[src/rtl/qarma128_tk_sched.sv]
// Iterative QARMA-128 forward tweakey generator.
// One {k0, tweak} job in, ROUNDS tweakey beats out: tk_i = k0 ^ T_i ^ RC[i],
// with the tweak advanced in place as T_{i+1} = omega(h(T_i)).

// One output cell of the tweak update: takes the h-selected source byte and
// optionally applies the omega LFSR step.
module qarma128_tk_cell #(
  parameter bit OMEGA = 1'b0
) (
  input  logic [7:0] s,
  output logic [7:0] c
);
  assign c = OMEGA ? {s[0] ^ s[2], s[7:1]} : s;
endmodule

module qarma128_tk_sched #(
  parameter int                      ROUNDS   = 8,
  parameter logic [128*ROUNDS-1:0]   RC_TABLE = '0
) (
  input  logic         clk,
  input  logic         rst,
  input  logic         in_valid,
  output logic         in_ready,
  input  logic [127:0] k0,
  input  logic [127:0] tweak,
  output logic         out_valid,
  input  logic         out_ready,
  output logic [127:0] tk,
  output logic [3:0]   out_round,
  output logic         out_last
);
  localparam int       NUM_CELLS = 16;
  localparam logic [3:0] LAST    = 4'(ROUNDS - 1);

  // h: new cell j takes old cell HPERM[j]; index 0 is the leftmost entry.
  localparam logic [0:NUM_CELLS-1][3:0] HPERM = {
    4'd6, 4'd5, 4'd14, 4'd15, 4'd0, 4'd1, 4'd2, 4'd3,
    4'd7, 4'd12, 4'd13, 4'd4, 4'd8, 4'd9, 4'd10, 4'd11
  };
  // omega applies to cells 0,1,3,4,8,11,13.
  localparam logic [0:NUM_CELLS-1] OMASK = 16'b1101_1000_1001_0100;

  typedef enum logic {IDLE, RUN} state_t;

  state_t       state_q, state_d;
  logic [127:0] key_q, t_q, tk_q, t_upd;
  logic [3:0]   cnt_q, cnt_nxt;
  logic         accept, beat, last;

  function automatic logic [127:0] rc_of(input logic [3:0] i);
    if (int'(i) >= ROUNDS) return '0;
    return RC_TABLE[128*i +: 128];
  endfunction

  // Tweak update network: one cell instance per byte lane.
  for (genvar j = 0; j < NUM_CELLS; j++) begin : g_cell
    qarma128_tk_cell #(.OMEGA(OMASK[j])) u_cell (
      .s (t_q[127 - 8*int'(HPERM[j]) -: 8]),
      .c (t_upd[127 - 8*j -: 8])
    );
  end

  assign last    = (cnt_q == LAST);
  assign accept  = (state_q == IDLE) && in_valid;
  assign beat    = (state_q == RUN) && out_ready;
  assign cnt_nxt = cnt_q + 4'd1;

  // Next-state and handshake outputs; the job ends on the beat carrying round ROUNDS-1.
  always_comb begin
    state_d   = state_q;
    in_ready  = 1'b0;
    out_valid = 1'b0;
    case (state_q)
      IDLE: begin
        in_ready = 1'b1;
        if (in_valid) state_d = RUN;
      end
      RUN: begin
        out_valid = 1'b1;
        if (out_ready && last) state_d = IDLE;
      end
      default: state_d = IDLE;
    endcase
  end

  // State register.
  always_ff @(posedge clk) begin
    if (rst) state_q <= IDLE;
    else     state_q <= state_d;
  end

  // Key/tweak/counter and registered tweakey; everything holds while stalled.
  always_ff @(posedge clk) begin
    if (rst) begin
      key_q <= '0;
      t_q   <= '0;
      cnt_q <= '0;
      tk_q  <= '0;
    end else if (accept) begin
      key_q <= k0;
      t_q   <= tweak;
      cnt_q <= '0;
      tk_q  <= k0 ^ tweak ^ rc_of(4'd0);
    end else if (beat && !last) begin
      t_q   <= t_upd;
      cnt_q <= cnt_nxt;
      tk_q  <= key_q ^ t_upd ^ rc_of(cnt_nxt);
    end
  end

  assign tk        = tk_q;
  assign out_round = cnt_q;
  assign out_last  = (state_q == RUN) && last;
endmodule

[config.mk]
export PLATFORM = sky130hd
export DESIGN_NAME = qarma128_tk_sched
export DESIGN_NICKNAME = d
export VERILOG_FILES = /design/src/rtl/qarma128_tk_sched.sv
export SDC_FILE = /design/constraint.sdc
export NUM_CORES = 1
export LEC_CHECK = 0
export CAP_MARGIN = 20
export CORE_MARGIN = 2
export CORE_UTILIZATION = 47
export DETAILED_ROUTE_END_ITERATION = 10
export PLACE_DENSITY_LB_ADDON = 0.25
export SLEW_MARGIN = 30
export SYNTH_ARGS = -nofsm -noshare
export SYNTH_HDL_FRONTEND = slang
export SYNTH_SLANG_ARGS = --single-unit
[constraint.sdc]
create_clock -name clk -period 1.5 [get_ports clk]
set_input_delay 0.225 -clock clk [delete_from_list [all_inputs] [get_ports clk]]
set_output_delay 0.225 -clock clk [all_outputs]
set_load 0.03 [all_outputs]
; Yosys cells after proc, flatten, opt, wreduce, memory -nomap -nowiden
; Index checks and enable logic that the tools add are counted.
[classes]
add_sub_neg = 1
magnitude_cmp = 1
n_eq_ne = 1
shift = 1
muxes = 18
bitwise = 11
n_reduce_logical = 8
[ops]
columns = operator, count
row1 = $mux W128, 9
row2 = $shiftx A1024 B12 Y128 const A, 1
row3 = $xor A128 B128 Y128, 3
row4 = $mux W1, 8
row5 = $xor A1 B1 Y1, 7
row6 = $logic_and A1 B1 Y1, 5
row7 = $add A4 B1 Y4 const B, 1
row8 = $eq A4 B3 Y1 const B, 1
row9 = $ge A4 B4 Y1 const B, 1
row10 = $pmux W1 S2, 1
row11 = $reduce_bool A2 Y1, 1
row12 = $reduce_or A2 Y1, 1
row13 = $logic_not A1 Y1, 1
row14 = $not A1 Y1, 1
[word_totals]
reg_bits = 389
out_inout_bits = 135
elab_cells = 46

; Longest topological paths before layout
[logic_depth]
word_depth = 13
ltp_mapped = 8
mapped_depth_nobuf = 4

; Cells and area by module
; Synthesis repeated with hierarchy kept, for this count alone.
[unflattened]
cells_unflattened = 2410
area_unflattened_um2 = 19503.7
[by_module_without_submodules]
columns = module, instances, cells_per_inst, area_per_inst_um2, seq_area_each_um2
row1 = qarma128_tk_sched, 1, 2282, 18534.0, 7787.5
row2 = qarma128_tk_cell (g_cell[10].u_cell ...), 9, 8, 60.1, 0.0
row3 = qarma128_tk_cell (g_cell[0].u_cell ...), 7, 8, 61.3, 0.0

; Worst setup path before layout
; No wires, ideal clock.
[synth_timing]
kind = register -> register
startpoint = register cnt_q[0] (netlist: out_round[0])
endpoint = register t_q[82]
arrival_time_ps = 1753
required_time_ps = 1397
slack_ps = -356
path_stages_with_launch = 8
synth_period_minus_slack_ps = 1856
path_cell_list = dfxtp_1 ha_1 and3b_1 buf_6 buf_4 buf_2 nor3_1 a2111oi_2
[synth_between]
elab_chain_len = 4
[synth_lines]
columns = item, line_no
row1 = from (decl), 47  ; logic [3:0] cnt_q, cnt_nxt;
row2 = from (signal assigned), 106  ; cnt_q <= cnt_nxt;
row3 = $eq A4 B3 Y1, 63  ; assign last = (cnt_q == LAST);
row4 = $logic_not A1 Y1, 104  ; end else if (beat && !last) begin
row5 = $logic_and A1 B1 Y1, 104
row6 = $reduce_bool A2 Y1 (no source line), --
row7 = to (signal assigned), 101  ; t_q <= tweak;
row8 = to (signal assigned), 105  ; t_q <= t_upd;
row9 = to (decl), 46  ; logic [127:0] key_q, t_q, tk_q, t_upd;
; Every way passes these cells.
; A chain may end at the register's enable or synchronous reset.

; Worst setup path after layout
[layout_timing]
startpoint = register cnt_q[1] (netlist: out_round[1])
endpoint = register t_q[19]
; Same word-level chain as after synthesis.

==> impl_metrics.yaml <==
global_route:
  grt_max_degree: 63
  grt_pass1_vias: 19300
  grt_pass1_wl_mm: 112.1
  grt_overflow_total: 0
  gr-usage-all-layers: 0.3494
  antenna_found_initial: 17
critical_path:
  reg2reg_slack_ns: -0.25
  cp.required_ns: 1.95
  critPathKind: "reg2reg"
  cp-endpoint: "t_q[19]$_SDFFE_PP0P_"
  cp_max_fo: 6
  r2r_cells: 6
  regToRegStartpoint: "out_round[1]$_SDFFE_PP0P_"
  crit_chain: "ha_4 -> nand3b_1 -> buf_6 -> nand2_8 -> clkbuf_16 -> a2111oi_4"
  cp_slowest_cell: "a2111oi_4"
  crit_start: "out_round[1]$_SDFFE_PP0P_"
  cp-end-kind: "register"
  r2r_end: "t_q[19]$_SDFFE_PP0P_"
  cpPeakStageDelay_ns: 0.37
  crit_path_start_kind: "register"
  arrival_ns: 2.21
  cpLargestDelayFamily: "buffers and inverters"
  cp.depth: 6
  critPathBufInv: 2
drt:
  drt_iter0_markers: 2325
  route.detailed.drc: 0
  drt-total-wl_mm: 85.46
  first_pass_iters: 6
  viasPerCell: 6.196
  final_antenna_net_count: 0
  vias: 20850
  wl_per_cell_um: 25.40
finish:
  drive_gt1_frac: 0.2829
  area_delta_synth_final_pct: 68.94
  fin_util: 0.8058
  finalNonFillerCells: 3364
  nNetsFinal: 3063
  design_area_um2: 31210
cts:
  clk_pin_slew_ns: 0.06
  cts_sinks: 389
  clock_path_buffers: 3
  htree_levels: 2
  insertion_delay_ns: 0.57
  cts_buffers: 42
  cts_tree: "built"
  ctsRootBufferMaster: "clkbuf_16"
timing:
  min_period_ns: 1.754
  drv_slew: 0
  setup_ws_ns: -0.2544
  tns_ns: -40.13
  fmax_mhz: 570.0
  finalHoldViolations: 0
  worst_pin_slew_ns: 0.5584
  finalSetupViolCount: 312
  relSlewSlack: 0.6263
  skew_ns: 0.01848
  rsz0062_at_grt: "true"
  min_period_over_period: 1.170
power:
  leakage_nw: 12.13
  power.density_nw_per_um2: 1014
  p_total_w: 0.03166
  peakVddDrop_uv: 865.1
yosys:
  synthArstFlopShare: 0
  syn-num-nets: 2537
  synth_warnings: 0
  synthFlopType: "dfxtp_1"
  synth_top_area_frac: 0.4215
  syn_avg_cell_area_um2: 8.118
  ys_seq_elements: 389
  synth_most_common_cell: "nor2_1"
  netlist_instances: 2276
  synth_edf_count: 0
  ys_seq_area_frac: 0.4215
  synth.area.top_cells: "dfxtp_1 42%, xor2_1 12%, nor2_1 9.9%, nand2_1 7.7%, o32ai_1 5.7%"
  synth_cell_type_count: 38
  yosys-top-cells-count: "486 x nor2_1, 389 x dfxtp_1, 380 x nand2_1, 249 x xor2_1, 133 x a21oi_1"
  synth_area_um2: 18480
  synth_top_area_cell: "dfxtp_1"
die:
  die_area_um2: 40910
  core_area_um2: 38740
  dieWidth_um: 202.3
  io_pins: 395
  rows: 72
  start_util: 0.4770
  die_h_um: 202.3
run_status:
  status: "finished with violations"
  violations: "setup timing"
flow_run:
  drv_cap: 0
place:
  port_buffers: 394
  place_inst: 3136
  place_area_um2: 23950
  finalWeightedCongestion: 0.9411
  place_hpwl_mm: 47.15
min_path:
  hold_class: "in2reg"
## worst min-delay path by stage
| stage | start | to | slack, ns | depth (start not counted) |
|---|---|---|---|---|
| floorplan | k0[103] | key_q[103]$_SDFFE_PP0P_ | 0.36 | 2 |
| global route | k0[47] | key_q[47]$_SDFFE_PP0P_ | 0.29 | 3 |
| detailed placement | key_q[119]$_SDFFE_PP0P_ | key_q[119]$_SDFFE_PP0P_ | 0.45 | 2 |
| CTS | k0[7] | key_q[7]$_SDFFE_PP0P_ | 0.26 | 3 |
| finish | k0[2] | key_q[2]$_SDFFE_PP0P_ | 0.26 | 3 |
| global placement | key_q[95]$_SDFFE_PP0P_ | key_q[95]$_SDFFE_PP0P_ | 0.44 | 2 |
## power breakdown
part | switching (W) | internal, W | total [W]
sequential | 0.00101 | 0.0112 | 0.0122
combinational | 0.00465 | 0.00408 | 0.00873
clock | 0.00443 | 0.00627 | 0.0107
total | 0.0101 | 0.0216 | 0.0317
## layer usage
metal	GRT usage	wire length, um	vias to the layer above
met3	0.07949	8711	384
met4	0.1739	5400	4
met1	0.4506	32080	10080
met5	0	27	-
li1	-	-	8929
met2	0.5503	39240	1446
## cell families (layout without fill, tap and decap cells)
kind of cell,Yosys count,after routing,share of synthesized area
and+or+nand+nor,1014,1019,0.2176
AOI/OAI and AO/OA,401,401,0.1755
DFF,389,389,0.4215
xor gates and xnor gates,263,263,0.1299
buffers and inverters,207,757,0.05424
adders and majority gates,1,1,0.0006771
muxes,1,1,0.0006094
other,0,15,0
## worst min-delay path, stage by stage
cell             delay [ns]
clkdlybuf4s50_1        0.43
nand2_1                0.07
a21oi_1                0.05
## area by class of cell
class	instances	area (um^2)
Timing Repair Buffer	681	8434
Tap cell	518	648.1
Fill cell	2150	7523
Inverter	3	16.27
Clock inverter	8	118.9
Multi-Input combinational cell	1685	12900
Clock buffer	65	1259
Sequential cell	389	7801
Antenna cell	15	37.54
## flip-flops by register name (all words and copies together) (netlist names)
name / flops
key_q: 128
state_q: 1
t_q: 128
out_round: 4
tk: 128
## what timing repair did
action	4_1_cts	5_1_grt
setup buffers	49	30
setup endpoints to repair	379	407
resized for setup	619	345
hold endpoints to repair	5	0
cloned	40	32
pin swaps	109	103
hold buffers	1	0
## placed cells by master (no fill, tap or decap), types with 7 or more instances in the layout
master	Yosys	routed
nor2_1	486	447
dfxtp_1	389	384
nand2_1	380	376
clkdlybuf4s50_1	0	258
xor2_1	249	249
a21oi_1	133	128
buf_4	8	109
o32ai_2	0	80
buf_12	0	75
clkdlybuf4s15_2	0	68
clkbuf_16	0	66
a2111oi_4	0	65
nor3_1	122	59
a2111oi_2	24	53
buf_6	7	44
nor3_2	0	43
clkdlybuf4s15_1	0	42
buf_16	0	33
o32ai_1	121	26
nor2_2	0	21
nor3_4	0	20
nor2_4	0	18
diode_2	0	15
o32ai_4	0	15
buf_8	0	13
clkbuf_1	71	12
buf_2	113	11
clkbuf_8	0	10
nand3_1	10	9
xnor2_1	7	7
xnor3_1	7	7
a221o_1	7	7
## metrics by stage
stage          worst slack (ns)  hold WS (ns)
2_1_floorplan          -0.04981        0.3610
3_3_place_gp            -0.4548        0.4442
3_5_place_dp            -0.5658        0.4543
4_1_cts                 -0.1888        0.2616
5_1_grt                 -0.3047        0.2851
6_report                -0.2544        0.2604
Power figures use the tool's default switching activity.
